[src/rtl/peri_display_reader.sv]
// Display-side FIFO reader: VGA raster timing plus one RGB565 FIFO read per active pixel.
// All pins come out of a two-stage pipeline, so they lag the raster counters by two clocks.
module peri_display_reader #(
  parameter int unsigned H_SYNC      = 96,
  parameter int unsigned H_BP        = 48,
  parameter int unsigned H_ACTIVE    = 640,
  parameter int unsigned H_FP        = 16,
  parameter int unsigned V_SYNC      = 2,
  parameter int unsigned V_BP        = 33,
  parameter int unsigned V_ACTIVE    = 480,
  parameter int unsigned V_FP        = 10,
  parameter int unsigned USEDW_W     = 10,
  parameter int unsigned START_LEVEL = 320
) (
  input  logic               sclk,
  input  logic               s_rst_n,
  input  logic [15:0]        fifo_rddata,
  input  logic               fifo_empty,
  input  logic [USEDW_W-1:0] fifo_usedw,
  output logic               fifo_rdreq,
  output logic               lcd_hsync,
  output logic               lcd_vsync,
  output logic               lcd_de,
  output logic [15:0]        lcd_rgb,
  output logic               frame_start,
  output logic               underflow
);

  localparam int unsigned H_TOTAL = H_SYNC + H_BP + H_ACTIVE + H_FP;
  localparam int unsigned V_TOTAL = V_SYNC + V_BP + V_ACTIVE + V_FP;
  localparam int unsigned HW      = $clog2(H_TOTAL);
  localparam int unsigned VW      = $clog2(V_TOTAL);

  localparam logic [HW-1:0]      HSyncEnd  = HW'(H_SYNC);
  localparam logic [HW-1:0]      HActBeg   = HW'(H_SYNC + H_BP);
  localparam logic [HW-1:0]      HActEnd   = HW'(H_SYNC + H_BP + H_ACTIVE);
  localparam logic [HW-1:0]      HLast     = HW'(H_TOTAL - 1);
  localparam logic [VW-1:0]      VSyncEnd  = VW'(V_SYNC);
  localparam logic [VW-1:0]      VActBeg   = VW'(V_SYNC + V_BP);
  localparam logic [VW-1:0]      VActEnd   = VW'(V_SYNC + V_BP + V_ACTIVE);
  localparam logic [VW-1:0]      VLast     = VW'(V_TOTAL - 1);
  localparam logic [USEDW_W-1:0] StartLvl  = USEDW_W'(START_LEVEL);

  typedef enum logic [0:0] {StWaitFill, StRun} state_e;

  state_e        state, next_state;
  logic [HW-1:0] h_cnt;
  logic [VW-1:0] v_cnt;
  logic          area, frame_origin, uf_now;

  // Stage 1 flags and the registered read request
  logic s1_hsync, s1_vsync, s1_de, s1_fs, s1_uf, rd_vld_d;

  always_ff @(posedge sclk or negedge s_rst_n) begin
    if (!s_rst_n) begin
      h_cnt <= '0;
      v_cnt <= '0;
      state <= StWaitFill;
    end else begin
      state <= next_state;
      if (h_cnt == HLast) begin
        h_cnt <= '0;
        v_cnt <= (v_cnt == VLast) ? '0 : v_cnt + 1'b1;
      end else begin
        h_cnt <= h_cnt + 1'b1;
      end
    end
  end

  always_comb begin
    next_state   = state;
    frame_origin = (h_cnt == '0) && (v_cnt == '0);
    area         = (h_cnt >= HActBeg) && (h_cnt < HActEnd) &&
                   (v_cnt >= VActBeg) && (v_cnt < VActEnd);
    fifo_rdreq   = 1'b0;
    uf_now       = 1'b0;
    unique case (state)
      StWaitFill: begin
        if (frame_origin && (fifo_usedw >= StartLvl)) next_state = StRun;
      end
      StRun: begin
        fifo_rdreq = area && !fifo_empty;
        uf_now     = area && fifo_empty;
      end
      default: next_state = StWaitFill;
    endcase
  end

  always_ff @(posedge sclk or negedge s_rst_n) begin
    if (!s_rst_n) begin
      s1_hsync <= 1'b1;
      s1_vsync <= 1'b1;
      s1_de    <= 1'b0;
      s1_fs    <= 1'b0;
      s1_uf    <= 1'b0;
      rd_vld_d <= 1'b0;
    end else begin
      s1_hsync <= !(h_cnt < HSyncEnd);
      s1_vsync <= !(v_cnt < VSyncEnd);
      s1_de    <= area;
      s1_fs    <= frame_origin;
      s1_uf    <= uf_now;
      rd_vld_d <= fifo_rdreq;
    end
  end

  // fifo_rddata becomes valid alongside rd_vld_d, so both land on the pins together
  always_ff @(posedge sclk or negedge s_rst_n) begin
    if (!s_rst_n) begin
      lcd_hsync   <= 1'b1;
      lcd_vsync   <= 1'b1;
      lcd_de      <= 1'b0;
      lcd_rgb     <= 16'h0000;
      frame_start <= 1'b0;
      underflow   <= 1'b0;
    end else begin
      lcd_hsync   <= s1_hsync;
      lcd_vsync   <= s1_vsync;
      lcd_de      <= s1_de;
      lcd_rgb     <= rd_vld_d ? fifo_rddata : 16'h0000;
      frame_start <= s1_fs;
      underflow   <= s1_uf;
    end
  end

endmodule

[config.mk]
export PLATFORM = sky130hd
export DESIGN_NAME = peri_display_reader
export DESIGN_NICKNAME = d
export VERILOG_FILES = /design/src/rtl/peri_display_reader.sv
export SDC_FILE = /design/constraint.sdc
export NUM_CORES = 1
export LEC_CHECK = 0
export CAP_MARGIN = 20
export CORE_AREA = 2 2 65 67
export CTS_CLUSTER_SIZE = 20
export DETAILED_ROUTE_END_ITERATION = 16
export DIE_AREA = 0 0 67 69
export GPL_TIMING_DRIVEN = 0
export PLACE_DENSITY = 0.85
export SKIP_LAST_GASP = 1
export SYNTH_ARGS = -nofsm -noshare
export SYNTH_HDL_FRONTEND = slang
export SYNTH_SLANG_ARGS = --single-unit
export TNS_END_PERCENT = 5
[constraint.sdc]
create_clock -name sclk -period 4.5 [get_ports sclk]
set_input_delay 0.9 -clock sclk [delete_from_list [all_inputs] [get_ports sclk]]
set_output_delay 0.9 -clock sclk [all_outputs]
set_load 0.1 [all_outputs]
Word level (Yosys, flattened, before mapping). Index checks and enable logic that the tools add are counted.

Output and inout bits: 22. Bits of input ports: 29. Register bits after elaboration: 48. Logic and storage cells: 45.

Order comparisons: 7. Multiplexer cells: 7. Add/subtract/negate cells: 2. Equal/unequal tests: 2. Reduce and logical (&&, ||, !) cells: 12.

Operators with widths (number): adder 10 x 1 -> 10 bit (second input constant) (2); == test 10 bit (second input constant) (2); zero test 10 bit (2); < comparator 10 bit (second input constant) (2); 2-to-1 mux 10 bit (2); 2-to-1 mux 16 bit (1); >= comparator 10 x 6 -> 1 bit (second input constant) (1); >= comparator 10 x 8 -> 1 bit (second input constant) (1); >= comparator 10 x 9 -> 1 bit (second input constant) (1); < comparator 10 x 2 -> 1 bit (second input constant) (1); < comparator 10 x 7 -> 1 bit (second input constant) (1); logical AND 1 bit (7); 2-to-1 mux 1 bit (4); zero test 1 bit (3).

Depth between registers and ports, before layout. Gate-level depths: netlist of run 1.

Word-level depth: 6. Gate-level depth with buffers: 6. Gate-level depth less buffers: 6.

Worst setup path before layout of run 1. Ideal clock, no wire load.

Kind: register to output. Start: register v_cnt[0]. End: output fifo_rdreq. Arrival time: 2139 ps. Cell stages (with the launch flop): 6. Path buffers: 0. Data required time: 3600 ps. Setup slack: 1461 ps. Path through: dfrtp_1 > ha_1 > nor4_1 > nand4b_1 > a221oi_2 > and3b_1.

Cells in the longest elaborated chain, start to end: 5. Elaborated cells on any way between the ends: 6. Classes of those cells: order compare: 2; mux: 1; reduce/logical: 3.

Ends and longest elaborated chain: start, declared (RTL line 48) `logic [VW-1:0] v_cnt;`; start signal, assigned (RTL line 63) `v_cnt <= (v_cnt == VLast) ? '0 : v_cnt + 1'b1;`; >= comparator 10 x 6 -> 1 bit (RTL line 74) `(v_cnt >= VActBeg) && (v_cnt < VActEnd);`; logical AND 1 bit (RTL line 73) `area = (h_cnt >= HActBeg) && (h_cnt < HActEnd) &&`; logical AND 1 bit * (RTL line 74); via area (RTL line 49) `logic area, frame_origin, uf_now;`; logical AND 1 bit * (RTL line 82) `fifo_rdreq = area && !fifo_empty;`; 2-to-1 mux 1 bit * (RTL line 77) `unique case (state)`; end, declared (RTL line 20) `output logic fifo_rdreq,`.

Mark *: on every way through the listed nets, which the timed path passes. The rest lies on a longest branch.

Worst setup path after layout of run 1. Same ends and word-level chain as after synthesis.

==> impl_metrics.ini, run 1 <==
[floorplanning]
die_h_um = 69
initial_utilization = 0.511
die_w_um = 67
fp.coreArea_um2 = 3910
ios = 51
die_area_um2 = 4620
rows = 23

[worst_setup_path]
crit_type = reg2out
rr_endpoint = rd_vld_d
r2r_slack_ns = 2.63
reg2regPathDepth = 5
crit_path_end_kind = output pin
worst-path-max-fanout = 5
startpoint_type = flip-flop
cp.arrival_ns = 3.25
crit_required_ns = 3.60
worstReg2RegStart = v_cnt[0]

[yosys]
syn-num-nets = 196
yosys_warnings = 0
syn_area_per_cell_um2 = 12.3
yosysSeqAreaShare = 0.604
ys_ff_latch = 48
syn_area_um2 = 2000
yosysUniqueCellTypes = 41
netlist_instances = 163

[power_and_ir_drop]
p_leak_nw = 1.24
pwr-share-clk = 0.442
power.density_nw_per_um2 = 312
power.share.sequential = 0.523
p_int_mw = 0.672
swShare = 0.187
irDropWorstVdd_uv = 209
power.switching_mw = 0.154
power.total_mw = 0.826
pwr-share-comb = 0.035

[timing]
layout_worst_path_cycle_share = 0.923
slew_headroom = 0.341
tns_ns = 0
final_max_slew_viol_count = 0
worst_pin_slew_ns = 0.986
setup_violations = 0
fmax_ghz = 0.241
rsz0062_at_grt = false
finalHoldViolCount = 0
skew_ns = 0.00509
finalCriticalPeriod_ns = 4.15

[global_routing]
grt_pass1_vias = 1333
grt_remaining_overflow = 0
grt_max_degree = 30
grt_antenna_before_repair = 0
grt_usage = 0.185
grt_pass1_wl_mm = 6.38

[final_layout]
n_antenna_cell = 0
nFillCells = 312
layout_common_cells = dfrtp_1 (44), clkdlybuf4s50_1 (43), and2_1 (17)
largest_register_ffs = 16
drive_above_1_share = 0.106
stdcell_count = 266
final_net_count = 248
reg.largest.list = lcd_rgb x16, h_cnt x10, v_cnt x10
max_flop_register = lcd_rgb
final_common_cell = dfrtp_1
area_delta_synth_final_pct = 32.6

[clock_tree]
cts-hold-fix-buffers = 0
root_buffer = clkbuf_8
cts_tree = yes
path_clk_slew_ns = 0.09
cts_buffers = 5
clockBufferDepth = 2
cts-htree-levels = 2
clock_sinks = 48
ctsResizeCount = 0
clkLatencyLatePin_ns = 0.30
cts_setup_buffers = 0

[route]
postRouteAntennaNets = 0
num_vias = 1365
drt-pass1-iter-count = 4
post_drt_via_cell_ratio = 5.13
initialDrtViolationCount = 144
wire_per_inst_um = 14.3
route.detailed.drc = 0
routed_wl_mm = 3.82

[placement]
dp_cells = 258
routabilityCongestion = 0.834
hpwl_mm = 2.78
io_buffers = 44

[min_path]
hold_class = reg2reg
hold_path_end = lcd_hsync
hold_path_depth = 0
min_from = s1_hsync

[outcome]
outcome = finished clean

[job]
maxCapViolCount = 0
[worst max-delay path by stage]
stage	start	end	slack [ns]	cells past startpoint
after floorplan	v_cnt[0]	fifo_rdreq	1.46	5
after CTS	v_cnt[0]	fifo_rdreq	0.33	6
after global placement	v_cnt[0]	fifo_rdreq	0.78	6
final	v_cnt[0]	fifo_rdreq	0.35	6
after global routing	v_cnt[0]	fifo_rdreq	0.17	6
after detailed placement	v_cnt[0]	fifo_rdreq	0.67	6
[through the flow]
step	util	area, µm²	hold WS [ns]	worst slack (ns)
after detailed placement	0.643	2520	0.346	0.672
after floorplan	-	2000	0.331	1.46
after global routing	0.677	2650	0.370	0.174
after global placement	0.639	2500	0.333	0.777
after CTS	0.677	2650	0.362	0.329
final	0.677	2650	0.360	0.347
[metal layers]
layer / vias to the layer above / track usage / part of all wire
met2: 30 / 0.310 / 0.53
met1: 669 / 0.225 / 0.42
met4: 0 / 0.0635 / 0.015
li1: 660 / - / -
met3: 6 / 0.0538 / 0.033
met5: - / 0 / 0
[power groups by stage]
stage               Sequential [mW]  Combinational (mW)  Clock, mW
global route                  0.432              0.0324      0.391
detailed placement            0.440              0.0301          0
CTS                           0.432              0.0303      0.373
global placement              0.441              0.0273          0
finish                        0.432              0.0292      0.365
floorplan                     0.440             0.00110          0
[synth_stat cells (all sizes together)]
library cell / number / area, µm²
o22a: 1 / 8.76
nand4b: 1 / 8.76
a22o: 1 / 8.76
o21ai: 5 / 25.0
mux2i: 1 / 10.0
o21a: 2 / 15.0
nor3: 3 / 26.3
dfrtp: 44 / 1100
and3: 3 / 18.8
nand2: 5 / 18.8
a2111o: 1 / 11.3
and3b: 1 / 8.76
clkbuf: 3 / 11.3
or3: 3 / 23.8
and2: 17 / 106
a221oi: 1 / 15.0
xor2: 4 / 35.0
nand2b: 3 / 18.8
dfstp: 4 / 105
nor2: 10 / 37.5
a21o: 1 / 7.51
buf: 3 / 23.8
a21oi: 3 / 15.0
or3b: 1 / 8.76
a32o: 1 / 10.0
ha: 4 / 50.1
nor2b: 1 / 6.26
nand3: 10 / 50.1
xnor2: 7 / 61.3
o31ai: 2 / 15.0
nand4: 3 / 25.0
inv: 6 / 22.5
nor4: 7 / 80.1
and4: 1 / 8.76
[critical path, cell delays in order (launching register included)]
cell and delay (ns):
dfrtp_1 0.42, ha_1 0.26, nor4_1 0.35, nand4b_1 0.19
a221oi_2 0.37, and3b_1 0.22, clkdlybuf4s50_1 1.14
[cells by family after synthesis]
family | count (synthesis) | share of synthesized area
and+or+nand+nor | 69 | 0.224
DFF | 48 | 0.604
adders and majority gates | 4 | 0.0250
buffers and inverters | 12 | 0.0288
xor gates and xnor gates | 11 | 0.0482
muxes | 1 | 0.00501
AOI/OAI and AO/OA | 18 | 0.0657
[layout make-up]
cell class | count | area (µm²) | share of cell area
plain buffers | 6 | 35.0 | 0.0132
multi-input cells | 103 | 734 | 0.277
inverters | 6 | 22.5 | 0.00850
clock buffers | 6 | 72.6 | 0.0274
clock inverters | 2 | 60.1 | 0.0227
flip-flops and latches | 48 | 1210 | 0.455
repair buffers | 45 | 455 | 0.172
well taps | 50 | 62.6 | 0.0236
Power figures use the tool's default switching activity.
==> run 2: changes to the inputs <==
- CORE_AREA: 2 2 65 67 -> 2 2 77 79
- CTS_CLUSTER_SIZE: 20 -> 16
- DIE_AREA: 0 0 67 69 -> 0 0 79 81
- MAX_ROUTING_LAYER: not set -> met4
- PLACE_DENSITY: 0.85 -> 0.64
==> run 2 against run 1 <==
Effect of this change: critical path depth stayed put; largest power group unchanged; worst setup slack better by 0.076 ns; sequential share of layout area is 0.34 points lower; total power is 5.0% lower; die area is 38% higher; cell count is 9.4% higher.
==> impl_metrics.ini, run 2 (synthesis gave the netlist of run 1 again) <==
[outcome]
outcome = finished clean

[global_routing]
grt_pass1_vias = 1365
grt_pass1_wl_mm = 6.16
grt_max_degree = 30
grt_usage = 0.127
grt_antenna_before_repair = 0
grt_remaining_overflow = 0

[min_path]
hold_class = reg2reg
hold_path_depth = 0

[clock_tree]
clkLatencyLatePin_ns = 0.30
cts-htree-levels = 2
path_clk_slew_ns = 0.08
cts_tree = yes
root_buffer = clkbuf_8
clock_sinks = 48
clockBufferDepth = 2
cts_setup_buffers = 0
cts_buffers = 5
cts-hold-fix-buffers = 0
ctsResizeCount = 0

[worst_setup_path]
crit_path_end_kind = output pin
worst-path-max-fanout = 5
crit_type = reg2out
reg2regPathDepth = 5
startpoint_type = flip-flop
crit_required_ns = 3.60
cp.arrival_ns = 3.18

[final_layout]
max_flop_register = lcd_rgb
area_delta_synth_final_pct = 33.6
n_antenna_cell = 0
final_net_count = 248
largest_register_ffs = 16
post-route-util = 0.470
nFillCells = 543
final_common_cell = dfrtp_1
reg.largest.list = lcd_rgb x16, h_cnt x10, v_cnt x10
layout_common_cells = dfrtp_1 (44), clkdlybuf4s50_1 (43), and2_1 (17)
drive_above_1_share = 0.111

[route]
num_vias = 1349
postRouteAntennaNets = 0
initialDrtViolationCount = 135
post_drt_via_cell_ratio = 4.64
route.detailed.drc = 0
wire_per_inst_um = 12.2
drt-pass1-iter-count = 4
routed_wl_mm = 3.56

[timing]
fmax_ghz = 0.245
slew_headroom = 0.344
tns_ns = 0
finalCriticalPeriod_ns = 4.08
layout_worst_path_cycle_share = 0.906
final_max_slew_viol_count = 0
finalHoldViolCount = 0
worst_pin_slew_ns = 0.981
setup_violations = 0
skew_ns = 0.00529
holdWs_ns = 0.351
setup_ws_ns = 0.423
rsz0062_at_grt = false

[power_and_ir_drop]
power.density_nw_per_um2 = 294
irDropWorstVdd_uv = 124
p_leak_nw = 1.24

[placement]
io_buffers = 44
dp_worst_setup_slack_ns = 0.741
routabilityCongestion = 0.722
hpwl_mm = 2.56

[floorplanning]
die_h_um = 81
fp.coreArea_um2 = 5680
die_area_um2 = 6400
ios = 51
die_w_um = 79
initial_utilization = 0.352
rows = 28

[job]
maxCapViolCount = 0
==> run 2: changes by cell type in the layout (fill, tap and decap cells not counted) <==
cell       delta
clkinv_4      +1
bufinv_16     -1
clkbuf_1      -1
clkbuf_8      +1
==> run 2: stage by stage <==
stage          instance area, µm²  std cells  power, mW
2_1_floorplan                2000        163      0.442
3_3_place_gp                 2530        282      0.469
3_5_place_dp                 2550        283      0.471
4_1_cts                      2670        291      0.797
5_1_grt                      2670        291      0.817
6_report                     2670        291      0.785
==> run 2: power breakdown <==
part	total, mW	internal, mW	switching (mW)
Clock	0.324	0.182	0.142
Combinational	0.0294	0.0184	0.0110
Sequential	0.432	0.432	0.000417
==> run 2: final timing paths <==
kind / startpoint / to / slack [ns]
worst max-delay path: v_cnt[0] / fifo_rdreq / 0.42
worst min-delay path: s1_de / lcd_de / 0.35
worst max register to register: h_cnt[0] / v_cnt[0] / 2.67
worst min register to register: s1_de / lcd_de / 0.35
max in group asynchronous: s_rst_n / lcd_vsync / 3.35
min in group asynchronous: s_rst_n / lcd_rgb[12] / 0.55
==> run 2: cell type report <==
cell class,instances,area [µm²],share of cell area
plain buffers,6,35.0,0.0131
clock buffers,6,82.6,0.0309
clock inverters,2,38.8,0.0145
inverters,6,22.5,0.00844
multi-input cells,103,734,0.275
flip-flops and latches,48,1210,0.452
well taps,75,93.8,0.0352
repair buffers,45,455,0.171
==> run 2: layer usage <==
layer	wire length, µm	GRT usage	up-vias
li1	-	-	662
met1	1670	0.148	657
met2	1660	0.212	26
met3	171	0.0356	4
met4	48	0.0483	0
met5	0	-	-
==> run 2: critical path, cell delays in order, from the launching register on <==
cell and delay, ns:
dfrtp_1 0.42, ha_1 0.27, nor4_1 0.31, nand4b_1 0.17
a221oi_2 0.35, and3b_1 0.21, clkdlybuf4s50_1 1.14
